==> config.mk <==
export PLATFORM = sky130hd
export DESIGN_NAME = sap_microseq
export DESIGN_NICKNAME = d
export VERILOG_FILES = /design/src/rtl/sap_pkg.sv /design/src/rtl/sap_ucode_rom.sv /design/src/rtl/sap_microseq.sv
export SDC_FILE = /design/constraint.sdc
export NUM_CORES = 1
export LEC_CHECK = 0
export ABC_AREA = 1
export ABC_CLOCK_PERIOD_IN_PS = 3600
export CORE_ASPECT_RATIO = 1.2
export CORE_UTILIZATION = 25
export DETAILED_ROUTE_END_ITERATION = 7
export GPL_TIMING_DRIVEN = 0
export PLACE_DENSITY = 0.5
export SYNTH_ARGS = -nofsm -noshare
export SYNTH_HDL_FRONTEND = slang
export SYNTH_SLANG_ARGS = --single-unit
==> constraint.sdc <==
create_clock -name clk -period 3.6 [get_ports clk]
set_clock_uncertainty 0.2 [all_clocks]
set_input_delay 0.36 -clock clk [delete_from_list [all_inputs] [get_ports clk]]
set_output_delay 0.36 -clock clk [all_outputs]
set_load 0.05 [all_outputs]
==> src/rtl/sap_pkg.sv <==
// Shared definitions for the SAP microcode sequencer: opcodes, control-bit
// positions and the two fetch words every instruction starts with.
package sap_pkg;

    localparam int CW_W = 16;
    typedef logic [CW_W-1:0] cw_t;

    typedef enum logic [3:0] {
        OP_NOP = 4'h0,
        OP_LDA = 4'h1,
        OP_ADD = 4'h2,
        OP_SUB = 4'h3,
        OP_STA = 4'h4,
        OP_LDI = 4'h5,
        OP_JMP = 4'h6,
        OP_JC  = 4'h7,
        OP_JZ  = 4'h8,
        OP_OUT = 4'hE,
        OP_HLT = 4'hF
    } opcode_e;

    // Bit positions inside the control word, MSB first.
    localparam int B_HLT  = 15;
    localparam int B_MI   = 14;
    localparam int B_RI   = 13;
    localparam int B_RO   = 12;
    localparam int B_IO   = 11;
    localparam int B_II   = 10;
    localparam int B_AI   = 9;
    localparam int B_AO   = 8;
    localparam int B_SUMO = 7;
    localparam int B_SUB  = 6;
    localparam int B_BI   = 5;
    localparam int B_OI   = 4;
    localparam int B_CE   = 3;
    localparam int B_CO   = 2;
    localparam int B_J    = 1;
    localparam int B_FI   = 0;

    localparam cw_t CW_HLT  = cw_t'(1 << B_HLT);
    localparam cw_t CW_MI   = cw_t'(1 << B_MI);
    localparam cw_t CW_RI   = cw_t'(1 << B_RI);
    localparam cw_t CW_RO   = cw_t'(1 << B_RO);
    localparam cw_t CW_IO   = cw_t'(1 << B_IO);
    localparam cw_t CW_II   = cw_t'(1 << B_II);
    localparam cw_t CW_AI   = cw_t'(1 << B_AI);
    localparam cw_t CW_AO   = cw_t'(1 << B_AO);
    localparam cw_t CW_SUMO = cw_t'(1 << B_SUMO);
    localparam cw_t CW_SUB  = cw_t'(1 << B_SUB);
    localparam cw_t CW_BI   = cw_t'(1 << B_BI);
    localparam cw_t CW_OI   = cw_t'(1 << B_OI);
    localparam cw_t CW_CE   = cw_t'(1 << B_CE);
    localparam cw_t CW_CO   = cw_t'(1 << B_CO);
    localparam cw_t CW_J    = cw_t'(1 << B_J);
    localparam cw_t CW_FI   = cw_t'(1 << B_FI);

    localparam cw_t CW_T0 = CW_MI | CW_CO;
    localparam cw_t CW_T1 = CW_RO | CW_II | CW_CE;

endpackage

==> src/rtl/sap_ucode_rom.sv <==
// Combinational microcode: (opcode, step, flags) -> control word.
// This is the single place where instruction behaviour is defined.
module sap_ucode_rom
    import sap_pkg::*;
#(
    parameter int OPC_W  = 4,
    parameter int STEP_W = 3
) (
    input  logic [OPC_W-1:0]  i_opcode,
    input  logic [STEP_W-1:0] i_step,
    input  logic              i_flag_c,
    input  logic              i_flag_z,
    output cw_t               o_word
);

    logic [3:0] w_opc;
    logic [3:0] w_step;

    assign w_opc  = 4'(i_opcode);
    assign w_step = 4'(i_step);

    always_comb begin
        o_word = '0;
        if (w_step == 4'd0) begin
            o_word = CW_T0;
        end else if (w_step == 4'd1) begin
            o_word = CW_T1;
        end else begin
            case (w_opc)
                OP_LDA: begin
                    if (w_step == 4'd2)      o_word = CW_MI | CW_IO;
                    else if (w_step == 4'd3) o_word = CW_RO | CW_AI;
                end
                OP_ADD, OP_SUB: begin
                    if (w_step == 4'd2)      o_word = CW_MI | CW_IO;
                    else if (w_step == 4'd3) o_word = CW_RO | CW_BI;
                    else if (w_step == 4'd4) begin
                        o_word = CW_SUMO | CW_AI | CW_FI;
                        if (w_opc == OP_SUB) o_word = o_word | CW_SUB;
                    end
                end
                OP_STA: begin
                    if (w_step == 4'd2)      o_word = CW_MI | CW_IO;
                    else if (w_step == 4'd3) o_word = CW_AO | CW_RI;
                end
                OP_LDI: if (w_step == 4'd2) o_word = CW_IO | CW_AI;
                OP_JMP: if (w_step == 4'd2) o_word = CW_IO | CW_J;
                // A jump not taken leaves T2 empty so early-end can skip it.
                OP_JC:  if (w_step == 4'd2 && i_flag_c) o_word = CW_IO | CW_J;
                OP_JZ:  if (w_step == 4'd2 && i_flag_z) o_word = CW_IO | CW_J;
                OP_OUT: if (w_step == 4'd2) o_word = CW_AO | CW_OI;
                OP_HLT: if (w_step == 4'd2) o_word = CW_HLT;
                default: o_word = '0;
            endcase
        end
    end

endmodule

==> src/rtl/sap_microseq.sv <==
// Microcode sequencer top: T-state counter, early end-of-instruction,
// sticky halt and programming-mode hold, with registered control word.
module sap_microseq
    import sap_pkg::*;
#(
    parameter int  INSN_W    = 8,
    parameter int  OPC_W     = 4,
    parameter int  STEPS     = 5,
    parameter int  EARLY_END = 1,
    localparam int STEP_W    = $clog2(STEPS)
) (
    input  logic              clk,
    input  logic              rst,
    input  logic [INSN_W-1:0] insn,
    input  logic              flag_c,
    input  logic              flag_z,
    input  logic              prog_mode,
    output logic [CW_W-1:0]   ctrl,
    output logic [STEP_W-1:0] step,
    output logic              halted
);

    logic [STEP_W-1:0] r_step;
    logic [STEP_W-1:0] w_step_next;
    logic [STEP_W-1:0] w_cand_step;
    cw_t               r_ctrl;
    cw_t               w_ctrl_next;
    cw_t               w_cand_word;
    logic              r_halted;
    logic              w_halted_next;
    logic              r_prog_hold;
    logic              w_prog_hold_next;
    logic [OPC_W-1:0]  w_opcode;
    logic              w_insn_unused;

    assign w_opcode      = insn[INSN_W-1 -: OPC_W];
    assign w_insn_unused = ^insn[INSN_W-OPC_W-1:0];

    assign w_cand_step = (r_step == STEP_W'(STEPS - 1)) ? '0 : r_step + STEP_W'(1);

    sap_ucode_rom #(
        .OPC_W  (OPC_W),
        .STEP_W (STEP_W)
    ) u_rom (
        .i_opcode (w_opcode),
        .i_step   (w_cand_step),
        .i_flag_c (flag_c),
        .i_flag_z (flag_z),
        .o_word   (w_cand_word)
    );

    always_comb begin
        w_step_next      = r_step;
        w_ctrl_next      = r_ctrl;
        w_halted_next    = r_halted;
        w_prog_hold_next = r_prog_hold;
        if (r_halted) begin
            w_ctrl_next = CW_HLT;
        end else if (prog_mode) begin
            w_step_next      = '0;
            w_ctrl_next      = CW_HLT;
            w_prog_hold_next = 1'b1;
        end else if (r_prog_hold) begin
            // One clean T0 cycle after programming so fetch restarts from scratch.
            w_step_next      = '0;
            w_ctrl_next      = CW_T0;
            w_prog_hold_next = 1'b0;
        end else if (w_cand_word[B_HLT]) begin
            w_step_next   = w_cand_step;
            w_ctrl_next   = CW_HLT;
            w_halted_next = 1'b1;
        end else if ((EARLY_END != 0) && (w_cand_word == '0)) begin
            w_step_next = '0;
            w_ctrl_next = CW_T0;
        end else begin
            w_step_next = w_cand_step;
            w_ctrl_next = w_cand_word;
        end
    end

    always_ff @(negedge clk or negedge rst) begin
        if (!rst) begin
            r_step      <= '0;
            r_ctrl      <= CW_T0;
            r_halted    <= 1'b0;
            r_prog_hold <= 1'b0;
        end else begin
            r_step      <= w_step_next;
            r_ctrl      <= w_ctrl_next;
            r_halted    <= w_halted_next;
            r_prog_hold <= w_prog_hold_next;
        end
    end

    assign ctrl   = r_ctrl;
    assign step   = r_step;
    assign halted = r_halted;

endmodule

; Yosys cells after proc, flatten, opt, wreduce, memory -nomap -nowiden
; Cells that the tools add are included.
[word_totals]
ff_bits = 21
input_bits = 13
word_cells = 57
out_inout_bits = 20
[classes]
n_mux = 32
n_eq_ne = 15
addsub = 1
reduce_logical = 5
[op_table]
columns = cell, count
row1 = $mux 16, 12
row2 = $pmux 16 s9, 1
row3 = $mux 12, 4
row4 = $eq 4x3->1 const B, 4
row5 = $logic_not 16->1, 1
row6 = $mux 15, 1
row7 = $mux 3, 5
row8 = $mux 14, 1
row9 = $mux 13, 1
row10 = $eq 4x4->1 const B, 3
row11 = $mux 9, 1
row12 = $eq 4x2->1 const B, 2
row13 = $mux 7, 1
row14 = $eq 3x2->1 const B, 2
row15 = $eq 3x3->1 const B, 2
row16 = $mux 1, 5
row17 = $eq 4x1->1 const B, 1
row18 = $logic_not 4->1, 1
row19 = $add 3x1->3 const B, 1
row20 = $eq 3x1->1 const B, 1
row21 = $logic_and 1x1->1, 2
row22 = $reduce_or 2->1, 1

; Logic depth before layout (Yosys ltp)
; Gate-level depths: netlist (run 1).
[logic_depth]
depth_word = 15
ltp_mapped = 14
depth_no_buf = 14

; By module
; A second synthesis (run 1) with hierarchy kept.
[hier_totals]
hier_cells = 156
area_unflattened_um2 = 1163.6
[modules_own_cells]
columns = module, cells_each, instances, area_per_inst_um2
row1 = sap_microseq, 100, 1, 900.9
row2 = sap_ucode_rom, 56, 1, 262.8

==> results of run 1 <==
==> state kept, by name, indices dropped and copies added (netlist names) <==
signal,flops
ctrl,14
step,3
halted,1
r_prog_hold,1
==> final timing paths <==
check / from / end / cells past startpoint
setup reg to reg: step[0] / ctrl[8] / 14
setup / recovery: ctrl[10] / ctrl[3] / 1
hold reg to reg: halted / r_prog_hold / 1
max in group asynchronous: rst / ctrl[9] / 1
hold / removal: halted / r_prog_hold / 1
min in group asynchronous: rst / step[2] / 1
==> cells by family after synthesis <==
| family | Yosys count | synth area share (%) |
|---|---|---|
| buffers and inverters | 30 | 10.3 |
| adders and majority gates | 4 | 4.25 |
| AOI/OAI and AO/OA | 7 | 3.08 |
| DFF | 19 | 40.6 |
| and+or+nand+nor | 101 | 41.8 |
==> cell type report <==
| cell class | count | area [µm²] | share of cell area, % |
|---|---|---|---|
| tap | 58 | 72.6 | 4.54 |
| clock inverter | 2 | 7.51 | 0.469 |
| inverter | 26 | 97.6 | 6.10 |
| buffer | 3 | 22.5 | 1.41 |
| timing repair buffer | 29 | 270 | 16.9 |
| sequential | 19 | 478 | 29.9 |
| multi-input combinational | 112 | 606 | 37.9 |
| clock buffer | 4 | 45.0 | 2.82 |
==> cell usage after synthesis <==
master and instances:
a21oi_1 3, buf_2 1, buf_4 2, dfrtn_1 17, dfstp_2 2, ha_1 4
inv_1 27, nand2_1 36, nand2_2 5, nand2_4 1, nand3_1 16, nand3_2 2
nand3_4 1, nand3b_1 1, nand4_1 2, nor2_1 30, nor2_2 2, nor2_4 4
nor4_1 1, o21ai_0 3, o22ai_1 1
==> stage by stage <==
step	power [W]	util, %	TNS, ns
6_report	0.000390	35.1	0
5_1_grt	0.000414	35.1	-0.0160
4_1_cts	0.000397	34.4	0
3_5_place_dp	0.000253	33.3	-9.36
3_3_place_gp	0.000253	33.3	-9.37
2_1_floorplan	0.000237	-	0
==> repair_timing <==
action	4_1_cts	5_1_grt
endpoints found under the setup margin	35	15
pin swaps	2	10
buffers inserted	0	2
hold buffers	0	0
resized for setup	45	14
==> routing by layer <==
metal	up-vias	wire [µm]	part of all wire, %
li1	556	-	-
met1	461	1080	46
met2	19	1190	51
met3	2	46	2.0
met4	0	32	1.4
met5	-	0	0
==> power by group through the flow <==
stage | registers (W) | logic, W | clock network (W)
3_5_place_dp | 0.000220 | 0.0000282 | 0.00000522
3_3_place_gp | 0.000220 | 0.0000280 | 0.00000522
4_1_cts | 0.000216 | 0.0000275 | 0.000154
2_1_floorplan | 0.000219 | 0.0000119 | 0.00000522
5_1_grt | 0.000216 | 0.0000308 | 0.000168
6_report | 0.000216 | 0.0000261 | 0.000148
==> results.toml, run 1 <==
[critical_path]
cp_num_buf_inv = 1
critPathTopFamily = "buffers and inverters"
timing_worst_setup_path_type = "register to output port"
start_kind = "register"
cp_cell_sequence = "dlygate4sd2_1"
worstPathArrival_ns = 2.99
cpMaxStageDelayCell = "dlygate4sd2_1"
cp.required_ns = 3.04
slowest_delay_ns = 0.53
crit_fanout = 2
worst_setup_path_end_kind = "output port"
rrSetupSlack_ns = 1.27

[placed_design]
dp_hpwl_mm = 1.94
io_buffers = 27
gp_congestion = 0.754
dp_cells = 246
place_area_mm2 = 0.00152
dp_slack_ns = -0.622

[power_and_ir_drop]
p_seq_share_pct = 55.4
switching_share_pct = 21.5
p_leak_nw = 0.877
power_switching_w = 0.0000838
pwr_density_cell_mw_per_mm2 = 244
combPwrFrac_pct = 6.7
ir_drop_v = 0.000136
clkPwrFrac_pct = 37.9
internal_power_w = 0.000306

[drt]
routedWlPerCell_um = 9.30
dr.pass1.iters = 4
drt-total-wl_mm = 2.35
routed_via_density = 4.10
drc_errors = 0
first_iter_violations = 16
num_vias = 1038
ant_nets = 0

[final_layout]
drive_gt1_share_pct = 22.1
nFillCells = 526
final_common_cell = "nand2_1"
layout_common_cells = "34 x nand2_1, 27 x inv_1, 27 x nor2_1, 17 x dfrtn_1, 15 x nand3_1"
stdcell_count = 253
antennaDiodeCount = 0
areaGrowthSynthToFinish_pct = 35.8
nNetsFinal = 213
final_area_mm2 = 0.00160

[die]
start_util_pct = 25.8
core.rowCount = 27
fp.dieH_um = 77.2
die_w_um = 64.6
ios = 33
core_area_mm2 = 0.00456
dieArea_mm2 = 0.00499

[grt]
grtUsageMet1_pct = 12.4
grt-ovfl-total = 0
use_met2_pct = 19.8
grt_pass1_vias = 1023
grt_first_pass_wirelength_mm = 4.26
grt_busiest_layer = "met2"
antenna_found_initial = 0
met3_usage_pct = 0.893
grt_usage_pct = 10.8
grt_max_degree = 20

[timing]
setup_viol_count_final = 0
relSlewSlack_pct = 46.8
tightest_slew_ns = 0.795
setup_ws_ns = 0.0501
holdWs_ns = 0.305
drv_slew = 0
hold_violations = 0

[yosys]
syn-cell-area_mm2 = 0.00118
synth.distinct_cells = 21
synth_top_area_share_pct = 36.1
yosysTopAreaCell = "dfrtn_1"
avgSynthCellArea_um2 = 7.31
ys_seq_area_share_pct = 40.6
synthTopCellsByArea = "dfrtn_1 36%, nand2_1 11%, nor2_1 9.6%"
synth_nets = 178
ys_ff_latch = 19
yosys_warnings = 0
netlist_instances = 161

[clocking]
clkLatencyLatePin_ns = 0.26
cts.sinks = 19
cts_tree = "yes"
cts_max_level = 1
clockRootBuffer = "clkbuf_8"
clk_path_buf_depth = 2
clk_pin_slew_worst_paths_ns = 0.05
cts_buffers = 3

[status]
status = "finished, final reports clean"

[hold_path]
hold_path.class = "register to register"

[job]
drv_cap = 0
(Power assumes the default switching activity.)
==> inputs of run 2 (changes only) <==
Settings changed: HOLD_SLACK_MARGIN set to 0.03.
==> results of run 2 <==
The final DEF is identical to that of run 1; final timing and power are the same.
